$ cat src/rtl/clkdiv_pkg.sv
// Shared types and helpers for the programmable clock divider.
// Channel config is {period, high}; clamp_cfg makes a raw write safe before it goes live.
package clkdiv_pkg;

  localparam int CNT_W      = 32;
  localparam int MIN_PERIOD = 2;

  typedef struct packed {
    logic [CNT_W-1:0] period;
    logic [CNT_W-1:0] high;
  } chan_cfg_t;

  // high is judged against the raw period, so a tiny period with any high time becomes
  // constant-high. Setting high to the clamped period keeps phase < high true every cycle.
  function automatic chan_cfg_t clamp_cfg(input chan_cfg_t raw);
    chan_cfg_t c;
    c.period = (raw.period < CNT_W'(MIN_PERIOD)) ? CNT_W'(MIN_PERIOD) : raw.period;
    if (raw.high == '0) begin
      c.high = '0;
    end else if (raw.high >= raw.period) begin
      c.high = c.period;
    end else begin
      c.high = raw.high;
    end
    return c;
  endfunction

endpackage

$ cat src/rtl/clkdiv_chan.sv
// One divider channel: phase counter, shadow/active config, apply-at-period-start logic,
// registered divided clock and start-of-period tick.
module clkdiv_chan
  import clkdiv_pkg::*;
#(
  parameter int DEF_PERIOD = 100,
  parameter int DEF_HIGH   = 50
) (
  input  logic      clk_100M,
  input  logic      rst_n,
  input  logic      en,
  input  logic      sync,
  input  logic      wr_en,
  input  chan_cfg_t wr_cfg,
  output logic      pend,
  output logic      clk_out,
  output logic      tick
);

  localparam chan_cfg_t DEF_CFG = '{period: CNT_W'(DEF_PERIOD), high: CNT_W'(DEF_HIGH)};
  localparam chan_cfg_t DEF_ACT = clamp_cfg(DEF_CFG);

  logic [CNT_W-1:0] phase;
  logic [CNT_W-1:0] phase_nxt;
  logic             running;
  logic             restart;
  logic             apply;
  chan_cfg_t        act_cfg;
  chan_cfg_t        act_nxt;
  chan_cfg_t        shd_cfg;

  // A new period starts on the first enabled edge, on sync, or on wrap. Config only changes
  // at such a boundary (or while idle), so the running period never sees a runt.
  always_comb begin
    restart   = 1'b0;
    apply     = 1'b0;
    act_nxt   = act_cfg;
    phase_nxt = '0;
    restart   = !running || sync || (phase == (act_cfg.period - CNT_W'(1)));
    apply     = pend && (!en || restart);
    if (apply) begin
      act_nxt = clamp_cfg(shd_cfg);
    end
    phase_nxt = restart ? '0 : (phase + CNT_W'(1));
  end

  always_ff @(posedge clk_100M or negedge rst_n) begin
    if (!rst_n) begin
      act_cfg <= DEF_ACT;
      shd_cfg <= DEF_CFG;
      pend    <= 1'b0;
      running <= 1'b0;
      phase   <= '0;
      clk_out <= 1'b0;
      tick    <= 1'b0;
    end else begin
      act_cfg <= act_nxt;
      // A write on an apply edge is held for the next boundary; the old shadow goes live now.
      if (wr_en) begin
        shd_cfg <= wr_cfg;
        pend    <= 1'b1;
      end else if (apply) begin
        pend    <= 1'b0;
      end
      if (en) begin
        running <= 1'b1;
        phase   <= phase_nxt;
        clk_out <= (phase_nxt < act_nxt.high);
        tick    <= restart;
      end else begin
        running <= 1'b0;
        phase   <= '0;
        clk_out <= 1'b0;
        tick    <= 1'b0;
      end
    end
  end

endmodule

$ cat src/rtl/clkdiv_prog.sv
// Multi-channel runtime-programmable clock divider / clock-enable generator on clk_100M.
// CNT_W must match clkdiv_pkg::CNT_W, which sizes the channel config struct.
module clkdiv_prog
  import clkdiv_pkg::*;
#(
  parameter int NUM_CH     = 2,
  parameter int CNT_W      = clkdiv_pkg::CNT_W,
  parameter int DEF_PERIOD = 100,
  parameter int DEF_HIGH   = 50,
  localparam int CH_W      = (NUM_CH > 1) ? $clog2(NUM_CH) : 1
) (
  input  logic              clk_100M,
  input  logic              rst_n,
  input  logic [NUM_CH-1:0] ch_en,
  input  logic              sync,
  input  logic              cfg_we,
  input  logic [CH_W-1:0]   cfg_ch,
  input  logic [CNT_W-1:0]  cfg_period,
  input  logic [CNT_W-1:0]  cfg_high,
  output logic [NUM_CH-1:0] cfg_pend,
  output logic [NUM_CH-1:0] clk_out,
  output logic [NUM_CH-1:0] tick
);

  // Config port: cfg_we is a one-cycle strobe with no ready; every strobe is taken on the edge
  // that samples it. An address with no matching channel simply selects nobody.
  chan_cfg_t wr_cfg;

  assign wr_cfg = '{period: cfg_period, high: cfg_high};

  for (genvar i = 0; i < NUM_CH; i++) begin : g_ch
    logic wr_en;

    assign wr_en = cfg_we && (cfg_ch == CH_W'(i));

    clkdiv_chan #(
      .DEF_PERIOD (DEF_PERIOD),
      .DEF_HIGH   (DEF_HIGH)
    ) u_chan (
      .clk_100M (clk_100M),
      .rst_n    (rst_n),
      .en       (ch_en[i]),
      .sync     (sync),
      .wr_en    (wr_en),
      .wr_cfg   (wr_cfg),
      .pend     (cfg_pend[i]),
      .clk_out  (clk_out[i]),
      .tick     (tick[i])
    );
  end

endmodule
$ cat config.mk
export PLATFORM = sky130hd
export DESIGN_NAME = clkdiv_prog
export DESIGN_NICKNAME = d
export VERILOG_FILES = /design/src/rtl/clkdiv_pkg.sv /design/src/rtl/clkdiv_chan.sv /design/src/rtl/clkdiv_prog.sv
export SDC_FILE = /design/constraint.sdc
export NUM_CORES = 1
export LEC_CHECK = 0
export ABC_AREA = 1
export BUFFER_PORTS_ARGS = -buffer_cell sky130_fd_sc_hd__buf_2
export CAP_MARGIN = 20
export CORE_MARGIN = 2
export CORE_UTILIZATION = 55
export DETAILED_ROUTE_END_ITERATION = 8
export GPL_ROUTABILITY_DRIVEN = 0
export PLACE_DENSITY = 0.7
export SYNTH_ARGS = -nofsm -noshare
export SYNTH_HDL_FRONTEND = slang
export SYNTH_SLANG_ARGS = --single-unit
$ cat constraint.sdc
create_clock -name clk_100M -period 4.7 [get_ports clk_100M]
set_clock_uncertainty 0.2 [all_clocks]
set_input_delay 0.235 -clock clk_100M [delete_from_list [all_inputs] [get_ports clk_100M]]
set_output_delay 0.235 -clock clk_100M [all_outputs]
set_load 0.01 [all_outputs]
Word level (Yosys, flattened, before mapping)
Index checks and enable logic that the tools add are counted.
{ "totals": {"regBits": 328, "latch_bits": 0, "mem_bits_rw": 0, "romBits": 0, "in_bits": 71, "output_inout_bits": 6, "wordCells": 71, "n_memories": 0} }
{ "op_classes": {"addsub": 4, "n_mul": 0, "div_mod_pow": 0, "n_lt_le_gt_ge": 6, "eq_ne": 2, "shifts": 0, "muxes": 22, "n_bitwise": 1, "reduce_logical": 18} }
{ "op_table": {"columns": ["cell", "n"], "rows": [
  ["32-bit 2-to-1 mux", 12],
  ["32-bit by 1-bit adder with 32-bit output (second input constant)", 2],
  ["32-bit == test", 2],
  ["32-bit >= comparator", 2],
  ["32-bit logical NOT", 2],
  ["32-bit by 2-bit less-than comparator with 1-bit output (second input constant)", 2],
  ["32-bit less-than comparator", 2],
  ["32-bit by 1-bit subtractor with 32-bit output (second input constant)", 2],
  ["1-bit 2-to-1 mux", 10],
  ["1-bit logical OR", 6],
  ["1-bit logical AND", 4],
  ["1-bit logical NOT", 4],
  ["2-bit nonzero test", 2],
  ["1-bit NOT", 1]
]} }

Longest topological paths before layout
{ "logic_depth": {"depth_word": 8, "mapped_depth": 31} }

Modules after synthesis
A second synthesis with hierarchy kept.
{ "unflattened": {"cells_unflattened": 2700, "hier_area_um2": 20567.2} }
{ "modules_own_cells": {"columns": ["module", "instances", "cells_per_inst", "area_each_um2", "seq_area_each_um2"], "rows": [
  ["clkdiv_chan", 2, 1348, 10274.9, 4119.0],
  ["clkdiv_prog", 1, 4, 17.5, 0.0]
]} }

Worst setup path before layout
No wires, ideal clock.
{ "synth_path": {"path_type": "register to register", "startpoint": "register g_ch[0].u_chan.act_cfg[32] (netlist name)", "endpoint": "register g_ch[0].u_chan.clk_out", "setup_time_ns": 0.128, "t_arrival_ns": 3.389, "t_required_ns": 4.372, "slack_ns": 0.983, "stages_incl_launch_ff": 27, "n_path_buf": 2, "synth_period_minus_slack_ns": 3.717, "path_cell_list": "dfrtp_1 -> inv_1 -> ha_1 -> nand2_1 -> nor2_4 -> nand2_1 -> nor3_1 -> nor2_1 -> nor2_1 -> nand2_1 -> nor2_1 -> nand3_2 -> nand3_2 -> nand2_2 -> nor2_2 -> inv_2 -> buf_2 -> buf_6 -> o22ai_2 -> inv_1 -> ha_1 -> nand2_1 -> inv_1 -> nand3_1 -> or3_1 -> nor4_1 -> a21oi_1"} }
{ "synth_lines": {"columns": ["item", "line", "text"], "rows": [
  ["from (decl)", "clkdiv_chan.sv:28", "chan_cfg_t act_cfg;"],
  ["from (signal assigned)", "clkdiv_chan.sv:57", "act_cfg <= act_nxt;"],
  ["to (signal assigned)", "clkdiv_chan.sv:68", "clk_out <= (phase_nxt < act_nxt.high);"],
  ["to (decl)", "clkdiv_chan.sv:16", "output logic clk_out,"]
]} }

==> reports/metrics.cfg <==
[drt]
initialDrtViolationCount=1388
drcViolationCount=0
via_count=18000
antenna_left=0
first_pass_iters=5
wl_um=55300
routedWlPerCell_um=16.8
viasPerCell=5.45

[outcome]
status=finished, final reports clean

[sta]
rsz0062_at_grt=true
relSlewSlack_pct=29.3
fin_tns_setup_ns=0
period_minus_slack_ns=4.41
min_period_over_period_pct=93.8
max_clock_freq_ghz=0.227
worst_slew_pin_slew_ns=1.06
setup_viol=0
report.final.slew_viol_count=0
setup_slack_ns=0.294
hold_viol=0

[finish]
nets=3000
diodes=0
fin_cells=3297
num-fill-cells=3184
final_cell_area_sq_um=23300
ff_latch_area_sq_um=8240
area_delta_synth_final_pct=13.5
multiInputGateArea_sq_um=10100
drive_gt1_share_pct=10.5

[worst_setup_path]
critical_path_required_ns=4.96
cp-end-kind=flip-flop
path_class=reg2reg
crit_fanout=29
critPathArrivalTime_ns=4.67
start_kind=flip-flop

[flow_run]
maxCapViolCount=0

[clock_tree]
cts.sinks=328
cts_made_buffers=39
post-cts-setup-buffers=0
clkSlewWorstSetupHoldPaths_ns=0.06
cts-root-buf=clkbuf_16
clockBufferDepth=3
htreeDepth=2
insertion_delay_ns=0.56
cts_tree=built

[yosys]
netlist_instances=2679
synth-edff-count=0
yosys_warnings=0
async_flop_share_pct=100
synth_nets=2880
ys_seq_area_share_pct=40.2
synth-seq-cells=328
yosysUniqueCellTypes=55
syn_area_per_cell_sq_um=7.66
yosysTopAreaCellShare_pct=37.1
synthTopCellsByArea=dfrtp_1 (37%), nand2_1 (10%), inv_1 (8.1%)
syn_area_sq_um=20500
dominantRegCellSynth=dfrtp_1
yosys.area.top_type=dfrtp_1

[floorplan]
die_y_um=197
die_x_um=197
die-area_sq_um=38900
pin_count=77
fp.coreArea_sq_um=36700
num_rows=70
start_util_pct=55.9

[power_and_ir_drop]
internal-power_uw=6040
ir_drop_v=0.000240
switching_share_pct=34.7
leakage_uw=0.0115
pwr-share-seq_pct=39.2
power_density_nw_per_um2=397
p_sw_uw=3210
p_comb_share_pct=28.2
p_clk_share_pct=32.6

[placement]
dp_hpwl_um=40600
dp_cells=3155
dp_slack_ns=0.216
place_area_sq_um=21300
port_buffers=76

[global_routing]
antenna_found_initial=0
grt_pass1_vias=17600
overflow=0
grt_pass1_wl_um=91300
grt_start_max_net_pins=130
grt_use_total_pct=29.5

[min_path]
hold_class=in2async

==> layer usage <==
metal | GRT usage [%] | wire length [um] | up-vias
met1 | 41.0 | 25400 | 8589
met2 | 47.6 | 25400 | 506
li1 | - | - | 8756
met4 | 9.69 | 1710 | 0
met5 | 0 | 0 | -
met3 | 4.06 | 2870 | 109
==> metrics by stage <==
| step | utilization, % | power, uW | hold WS [ns] |
|---|---|---|---|
| CTS | 63.4 | 9270 | 0.205 |
| detailed placement | 58.0 | 6180 | 0.215 |
| floorplan | - | 5450 | -0.261 |
| global route | 63.4 | 9830 | 0.239 |
| global placement | 58.0 | 6090 | 0.212 |
| finish | 63.4 | 9240 | 0.139 |
==> placed cells by master, fill, tap and decap left out, types with 10 or more instances in the layout <==
master,instances
o21bai_1,14
nor2_2,16
o22ai_4,10
o22ai_2,10
dfrtp_1,304
nand2_1,566
nand3_1,54
inv_2,22
xor2_1,77
ha_1,130
buf_4,21
a21oi_1,57
clkbuf_16,39
nor2_1,310
dlygate4sd3_1,71
nand4_1,51
o21ai_0,258
nor4_1,33
nor3_1,25
o22ai_1,38
nand3b_1,11
xnor2_1,47
inv_1,443
mux2_2,19
dfstp_2,24
buf_2,75
==> sequential cells by signal, summed over array words and instances, names as in the netlist <==
name                 count
g_ch.u_chan.act_cfg    128
g_ch.u_chan.clk_out      2
g_ch.u_chan.pend         2
g_ch.u_chan.phase       64
g_ch.u_chan.running      2
g_ch.u_chan.shd_cfg    128
g_ch.u_chan.tick         2
==> final timing paths <==
check,start,end,slack [ns],cells past startpoint
max,g_ch[0].u_chan.act_cfg[32],g_ch[0].u_chan.clk_out,0.29,23
min,rst_n,g_ch[0].u_chan.act_cfg[25],0.14,2
max reg2reg,g_ch[0].u_chan.act_cfg[32],g_ch[0].u_chan.clk_out,0.29,23
min reg2reg,g_ch[1].u_chan.act_cfg[0],g_ch[1].u_chan.act_cfg[0],0.29,2
max in group asynchronous,rst_n,g_ch[1].u_chan.phase[4],2.82,3
min in group clk_100M,ch_en[1],g_ch[1].u_chan.running,0.23,2
==> critical path, stage by stage, from the launching register on <==
cell	delay, ns
dfrtp_1	0.38
inv_1	0.13
ha_1	0.27
nand2_1	0.14
nor2_4	0.21
nand2_1	0.11
nor3_1	0.19
nor2_1	0.06
nor2_1	0.08
nand2_1	0.07
nor2_1	0.13
nand3_2	0.11
nand3_2	0.10
nand2_2	0.10
inv_2	0.52
o22ai_1	0.19
inv_1	0.09
ha_1	0.24
a21oi_1	0.16
nor2_1	0.05
a211oi_1	0.18
o21ai_0	0.12
a211o_1	0.30
a21oi_1	0.14
==> synthesized netlist by cell type (10+ instances only) <==
master and instances:
a21oi_1 57, buf_1 10, buf_2 12, clkbuf_1 56, dfrtp_1 304, dfstp_2 24, ha_1 130, inv_1 443
inv_2 23, mux2_2 19, nand2_1 568, nand3_1 54, nand3b_1 11, nand4_1 51, nor2_1 310, nor2_2 17
nor3_1 25, nor4_1 34, o21ai_0 258, o21bai_1 14, o22ai_1 38, o22ai_2 10, o22ai_4 10, xnor2_1 47
xor2_1 77
==> what timing repair did <==
item	CTS	global route
endpoints found under the setup margin	0	2
hold buffers	71	0
gates resized for setup	0	4
hold endpoints to repair	255	0
==> cells by family (layout without fill, tap and decap cells) <==
kind of cell | count (synthesis) | after routing | share of synthesized area [%]
AO/OA/AOI/OAI | 416 | 416 | 12.0
XOR/XNOR | 124 | 124 | 5.29
adder cells (fa/ha/maj) | 130 | 130 | 7.93
buffers and inverters | 558 | 708 | 10.6
flip-flops | 328 | 328 | 40.2
multiplexers | 19 | 19 | 1.04
AND/OR/NAND/NOR | 1104 | 1104 | 23.0
==> cell type report <==
type                    instances  share of cell area (%)
inverters                     467                    7.54
multi-input cells            1793                    43.5
repair buffers                170                    5.58
flip-flops and latches        328                    35.4
clock buffers                  57                    4.87
well taps                     468                    2.52
clock inverters                14                   0.591
==> power by group through the flow <==
| stage | Clock (uW) | Combinational [uW] | Sequential, uW |
|---|---|---|---|
| 2_1_floorplan | 0 | 1920 | 3540 |
| 3_3_place_gp | 0 | 2440 | 3650 |
| 3_5_place_dp | 0 | 2520 | 3660 |
| 4_1_cts | 3070 | 2590 | 3620 |
| 5_1_grt | 3170 | 2990 | 3670 |
| 6_report | 3010 | 2610 | 3620 |
Note: power is estimated with default switching activity, not from simulation.
